`config.mk`:
```
export PLATFORM = sky130hd
export DESIGN_NAME = imem_boot_loader
export DESIGN_NICKNAME = d
export VERILOG_FILES = /design/src/rtl/imem_boot_loader.sv
export SDC_FILE = /design/constraint.sdc
export NUM_CORES = 1
export LEC_CHECK = 0
export ABC_AREA = 1
export CAP_MARGIN = 20
export CORE_ASPECT_RATIO = 1.1
export CORE_MARGIN = 2
export CORE_UTILIZATION = 50
export DETAILED_ROUTE_END_ITERATION = 10
export PLACE_DENSITY = 0.74
export SLEW_MARGIN = 20
export SYNTH_ARGS = -nofsm -noshare
export SYNTH_HDL_FRONTEND = slang
export SYNTH_SLANG_ARGS = --single-unit
export TNS_END_PERCENT = 1
```
`constraint.sdc`:
```
create_clock -name clk -period 2.1 [get_ports clk]
set_input_delay 0.21 -clock clk [delete_from_list [all_inputs] [get_ports clk]]
set_output_delay 0.21 -clock clk [all_outputs]
set_load 0.01 [all_outputs]
```
`src/rtl/imem_boot_loader.sv`:
```
// Boot-time loader: holds the core in reset, receives a length-prefixed byte
// stream, writes little-endian words into instruction memory, then releases the core.
module imem_boot_loader #(
    parameter int NUM_INST   = 128,
    parameter int ADDR_WIDTH = $clog2(NUM_INST)
) (
    input  logic                  clk,
    input  logic                  rst,
    input  logic                  start,
    input  logic                  s_valid,
    input  logic [7:0]            s_data,
    output logic                  s_ready,
    output logic                  imem_we,
    output logic [ADDR_WIDTH-1:0] imem_addr,
    output logic [31:0]           imem_wdata,
    output logic                  core_rstn,
    output logic                  busy,
    output logic                  done,
    output logic                  err
);

    typedef enum logic [2:0] {
        S_IDLE   = 3'd0,
        S_LEN_LO = 3'd1,
        S_LEN_HI = 3'd2,
        S_LOAD   = 3'd3,
        S_DONE   = 3'd4,
        S_ERROR  = 3'd5
    } state_t;

    localparam logic [15:0] MAX_LEN = 16'(NUM_INST);

    state_t                state_q;
    logic [7:0]            len_lo_q;
    logic [ADDR_WIDTH:0]   len_q;
    logic [ADDR_WIDTH-1:0] word_cnt_q;
    logic [1:0]            idx_q;
    logic [23:0]           buf_q;
    logic                  s_ready_q;
    logic                  imem_we_q;
    logic [ADDR_WIDTH-1:0] imem_addr_q;
    logic [31:0]           imem_wdata_q;
    logic                  core_rstn_q;
    logic                  busy_q;
    logic                  done_q;
    logic                  err_q;

    logic        accept;
    logic [15:0] len_in;
    logic        last_word;

    assign accept    = s_valid && s_ready_q;
    assign len_in    = {s_data, len_lo_q};
    // The word counter never passes LEN-1, so comparing against LEN-1 cannot wrap.
    assign last_word = ({1'b0, word_cnt_q} == (len_q - {{ADDR_WIDTH{1'b0}}, 1'b1}));

    // Loader FSM with all outputs registered alongside the state.
    always_ff @(posedge clk) begin
        if (rst) begin
            state_q      <= S_IDLE;
            len_lo_q     <= 8'd0;
            len_q        <= '0;
            word_cnt_q   <= '0;
            idx_q        <= 2'd0;
            buf_q        <= 24'd0;
            s_ready_q    <= 1'b0;
            imem_we_q    <= 1'b0;
            imem_addr_q  <= '0;
            imem_wdata_q <= 32'd0;
            core_rstn_q  <= 1'b0;
            busy_q       <= 1'b0;
            done_q       <= 1'b0;
            err_q        <= 1'b0;
        end else begin
            imem_we_q <= 1'b0;
            case (state_q)
                S_IDLE, S_DONE, S_ERROR: begin
                    if (start) begin
                        state_q     <= S_LEN_LO;
                        s_ready_q   <= 1'b1;
                        busy_q      <= 1'b1;
                        done_q      <= 1'b0;
                        err_q       <= 1'b0;
                        core_rstn_q <= 1'b0;
                    end else if (state_q == S_DONE) begin
                        // Release lags DONE entry by one cycle so the last write lands first.
                        done_q      <= 1'b1;
                        core_rstn_q <= 1'b1;
                    end
                end
                S_LEN_LO: begin
                    if (accept) begin
                        len_lo_q <= s_data;
                        state_q  <= S_LEN_HI;
                    end
                end
                S_LEN_HI: begin
                    if (accept) begin
                        if (len_in == 16'd0) begin
                            state_q   <= S_DONE;
                            s_ready_q <= 1'b0;
                            busy_q    <= 1'b0;
                        end else if (len_in > MAX_LEN) begin
                            state_q   <= S_ERROR;
                            s_ready_q <= 1'b0;
                            busy_q    <= 1'b0;
                            err_q     <= 1'b1;
                        end else begin
                            state_q    <= S_LOAD;
                            len_q      <= len_in[ADDR_WIDTH:0];
                            word_cnt_q <= '0;
                            idx_q      <= 2'd0;
                        end
                    end
                end
                S_LOAD: begin
                    if (accept) begin
                        idx_q <= idx_q + 2'd1;
                        case (idx_q)
                            2'd0:    buf_q[7:0]   <= s_data;
                            2'd1:    buf_q[15:8]  <= s_data;
                            2'd2:    buf_q[23:16] <= s_data;
                            default: begin
                                imem_we_q    <= 1'b1;
                                imem_addr_q  <= word_cnt_q;
                                imem_wdata_q <= {s_data, buf_q};
                                word_cnt_q   <= word_cnt_q + {{(ADDR_WIDTH-1){1'b0}}, 1'b1};
                                if (last_word) begin
                                    state_q   <= S_DONE;
                                    s_ready_q <= 1'b0;
                                    busy_q    <= 1'b0;
                                end
                            end
                        endcase
                    end
                end
                default: begin
                    state_q   <= S_IDLE;
                    s_ready_q <= 1'b0;
                    busy_q    <= 1'b0;
                end
            endcase
        end
    end

    assign s_ready    = s_ready_q;
    assign imem_we    = imem_we_q;
    assign imem_addr  = imem_addr_q;
    assign imem_wdata = imem_wdata_q;
    assign core_rstn  = core_rstn_q;
    assign busy       = busy_q;
    assign done       = done_q;
    assign err        = err_q;

endmodule

```
# == After elaboration in Yosys (flattened, before gate mapping) ==
# Index checks and enable logic that the tools add are counted.
# totals
latch_bits,0
mem_count,0
wordCells,100
regBits,95
ram_bits,0
out_inout_bits,45
romBits,0
# classes
eq_ne,18
mul,0
n_addsub,3
magnitude_cmp,1
bitwise_logic,6
reduce_logical,22
shift,0
muxes,36
n_div,0
# ops
op,count
two-way mux 7 bit,5
two-way mux 3 bit,8
"!= test 2 bit, second input constant",9
"> comparator 16 x 8 -> 1 bit, second input constant",1
zero test 16 bit,1
two-way mux 1 bit,14
case mux 7 bit (2 select lines),1
case mux 3 bit (4 select lines),1
AND reduction 3 bit,4
AND reduction 6 bit,2
AND reduction 5 bit,2
OR reduction 3 bit,3
== test 7 x 8 -> 1 bit,1
two-way mux 2 bit,4
"subtractor 8 x 1 -> 8 bit, second input constant",1
"adder 7 x 1 -> 7 bit, second input constant",1
AND reduction 7 bit,1
"== test 3 x 2 -> 1 bit, second input constant",2
"== test 3 bit, second input constant",2
inverter 1 bit,6
nonzero test 2 bit,3
case mux 1 bit (4 select lines),1
case mux 2 bit (2 select lines),1
AND reduction 2 bit,2
10 further kinds,10

# == Longest topological paths before layout ==
# logic_depth
ltp_word,6
ltp_mapped,15
ltp_nobuf,15

# == Worst setup path before layout ==
# OpenSTA, ideal clock, no wires.
# synth_path
kind,register to register
from,reg len_q[0]
to,reg state_q[2]
arrival_time_ns,1.440
synth_period_minus_slack_ns,1.553
required_ns,1.987
path_slack_ns,0.547
n_path_buf,0
stages_incl_launch_ff,12
setup_time_ns,0.113
path_cell_list,dfxtp_1 inv_1 ha_1 xnor2_1 nor2_1 nand3_1 nor2_1 nand3_1 nand2_1 nand3_1 nor2_1 nor2_1
# synth_via
elab_chain_cells,4
# synth_rtl
item,line_no,rtl
start: declaration,35,logic [ADDR_WIDTH:0] len_q;
start signal: assignment,110,len_q <= len_in[ADDR_WIDTH:0];
subtractor 8 x 1 -> 8 bit,55,"assign last_word = ({1'b0, word_cnt_q} == (len_q - {{ADDR_WIDTH{1'b0}}, 1'b1}));"
== test 7 x 8 -> 1 bit,55,
!= test 2 bit (no source line),-,
AND reduction 6 bit (no source line),-,
end signal: assignment,60,state_q <= S_IDLE;
end signal: assignment,79,state_q <= S_LEN_LO;
end signal: assignment,94,state_q <= S_LEN_HI;
end: declaration,33,state_t state_q;
# No other way between the ends.
# A chain may end at the register's enable or synchronous reset.

# == Worst setup path after layout ==
# Same ends and word-level chain as after synthesis.

==> summary.md <==
| Metric | Value |
|---|---|
| Seq pwr share | `51.1%` |
| CTS HTree Levels | `3` |
| Startpoint types | `register` |
| Switching share of power | `28.9%` |
| Largest net degree at the start of global routing | `67` |
| Adder-cell share of the synthesized area | `1.85%` |
| Seq/Total Area, Yosys | `46.9%` |
| Outcome | `complete, no violations` |
| CTS sink cnt | `95` |
| Grt total ovfl | `0` |
| Total CTS buffers | `9` |
| Clock latency on the worst-skew pair | `370 ps` |
| Num ports | `57` |
| Reg clk slew, reported paths | `90 ps` |
| Synth-to-Final Area Change | `21.2%` |
| RSZ-0062 raised after global routing | `false` |
| Yosys reg bits | `95` |
| Routed Antenna Nets | `0` |
| Synth Area in XOR/XNOR | `1.95%` |
| Vias in the first global route | `3208` |
| CTS Buffer Depth | `2` |
| Synth Cell Area | `4050 um^2` |
| Setup bufs post-CTS | `0` |
| Initial antenna violation count | `0` |
| Min cycle time layout | `1800 ps` |
| Crit path max-delay cell type | `dfxtp_1` |
| WL final | `9.10 mm` |
| Starting Density | `51.5%` |
| GP Congestion | `1.01` |
| Clock Skew | `20.4 ps` |
| Slew Limit Fails | `0` |
| Post-synthesis mux area share | `0%` |
| # port buffers | `56` |
| Syn Inst Count | `547` |
| CTS tree | `built` |
| Slowest stage delay, CP | `380 ps` |
| Max Cap Violations | `0` |
| Share of post-route cells with drive strength above 1 | `8.37%` |
| Worst path required time | `2400 ps` |
| DP HPWL | `6.53 mm` |
| Final hold slack | `449 ps` |
| Int Power | `2660 uW` |
| Pwr Density | `760 nW/um^2` |
| Pre-antenna DRT Iters | `4` |
| Final setup violation count | `0` |
| Post-synthesis compound-gate area fraction | `16.3%` |
| Critical path class | `reg -> reg` |
| Die area | `8840 um^2` |
| CP Capture Type | `register` |
| Tcrit/Tclk final | `85.7%` |
| CTS root buffer | `clkbuf_8` |
| Final layout net count | `622` |
| Setup TNS | `0 ps` |
| Crit Path Max Fanout | `5` |
| Largest family of logic cells by synthesized area | `simple AND/OR/NAND/NOR gates` |
| Clock Power Share | `32.3%` |
| Diodes inserted | `0` |
| Most frequent cells in the layout | `nor2_1, dfxtp_1, nand2_1` |
| Max frequency | `555 MHz` |
| Cell row count | `34` |
| CTS Hold Bufs | `0` |
| Drt wl/cell | `12.7 um` |
| Vias post-DR | `3537` |
| Area of the core | `7870 um^2` |
| Worst Path Arrival | `2100 ps` |
| CP cell instances | `inv_1 > ha_1 > inv_1 > nand2_1 > nand2_1 > nand2_1 > nand2_1 > nand3_1 > nor2_1 > nand3_1 > nand2_1 > nand3_1 > nand2_1 > nand2_1 > nor2_1` |
| DIE WIDTH | `89.8 um` |
| Iter 0 DRT Violations | `171` |
| Final hold violations | `0` |
| Post-synth cell types | `33` |
| CP dominant cell by count | `nand2_1` |
| Synth Warn # | `0` |
| Fillers | `714` |
| Rel. slew slack | `73.6%` |
| Peak VDD IR | `0.000501 V` |
| DRC Markers | `0` |
| Die H | `98.4 um` |
| NetSw | `1080 uW` |
| Worst-margin pin slew | `396 ps` |
| Most common cell after layout, fill and taps aside | `nor2_1` |
| Reg area | `1900 um^2` |
| Core Util, Final | `62.4%` |
| Share of power burned in combinational logic | `16.6%` |
| Average size of a mapped cell | `7.41 um^2` |
| P_leak | `0.00216 uW` |
| Number of gates resized after cts | `0` |
| Synth Net Count | `565` |
| Tot GR Track Use | `21.1%` |
| Post-Synth Simple-Gate Area | `24.3%` |
| Area of the multi-input gates | `1800 um^2` |
| Vias per Instance | `4.93` |
| First-pass GRT wire length | `15.3 mm` |
| Min-delay worst type | `reg -> reg` |
worst max-delay path: cells and delay by family, from the launching register on:
kind | cells | cell delay (ps)
and+or+nand+nor | 12 | 950
adders and majority gates | 1 | 260
buffers and inverters | 2 | 160
DFF | 1 | 380
through the flow:
stage	total power, uW	setup WS [ps]	cells	instance area (um^2)
floorplan	2370	547	547	4050
global placement	2550	137	701	4720
detailed placement	2560	72.8	701	4720
CTS	3750	281	717	4910
global route	3910	0.426	717	4910
finish	3730	299	717	4910
registers in the layout (all words and copies together) (netlist names):
| signal | cells |
|---|---|
| len_q | 8 |
| done | 1 |
| len_lo_q | 8 |
| buf_q | 24 |
| imem_wdata | 32 |
| imem_addr | 7 |
| state_q | 3 |
| idx_q | 2 |
| err | 1 |
| imem_we | 1 |
| busy | 1 |
| word_cnt_q | 7 |
cell families after synthesis:
kind of cell,Yosys count
and+or+nand+nor,235
AOI/OAI and AO/OA,128
DFF,95
buffers and inverters,74
xor gates and xnor gates,9
adders and majority gates,6
cells in the mapped netlist:
library cell,count,area (um^2)
nor2_1,134,503
dfxtp_1,95,1900
nand2_1,66,248
o21ai_0,56,280
a21oi_1,40,200
inv_1,38,143
o21ai_1,26,130
nand3_1,19,95.1
clkbuf_1,10,37.5
inv_2,8,30.0
buf_6,6,67.6
ha_1,6,75.1
xor2_1,6,52.6
buf_2,5,25.0
buf_4,5,37.5
nand4_1,5,31.3
xnor2_1,3,26.3
a21oi_2,2,17.5
nor2_2,2,12.5
nor2_8,2,40.0
a31oi_1,1,6.26
a41oi_1,1,8.76
and2_1,1,6.26
buf_1,1,3.75
inv_4,1,6.26
nand2_2,1,6.26
nand2_4,1,11.3
nor2_4,1,11.3
nor3_1,1,5.00
nor3b_1,1,7.51
o2111ai_1,1,8.76
o211a_1,1,10.0
or2_2,1,6.26
final cells by class:
type	instances	share of cell area [%]
Clock inverter	6	1.40
Multi-Input combinational cell	378	36.6
Inverter	47	3.64
Tap cell	108	2.75
Sequential cell	95	38.7
Clock buffer	10	2.60
Timing Repair Buffer	73	14.3
final timing paths:
kind | start | end | slack (ps) | cells after the start
max | len_q[0] | state_q[2] | 300 | 15
min | err | err | 450 | 2
max reg2reg | len_q[0] | state_q[2] | 300 | 15
min reg2reg | err | err | 450 | 2
power by group through the flow:
stage	clock, uW	sequential [uW]	combinational, uW
after floorplan	0	1950	415
after CTS	1220	1910	618
after global placement	0	1950	606
after detailed placement	0	1950	613
final	1210	1910	618
after global routing	1300	1920	689
layer usage:
metal | global-route usage [%] | part of all wire [%]
met2 | 35.4 | 49
met3 | 4.82 | 4.1
met4 | 7.46 | 1.8
met1 | 26.9 | 45
met5 | 0 | 0
Power figures use the tool's default switching activity.
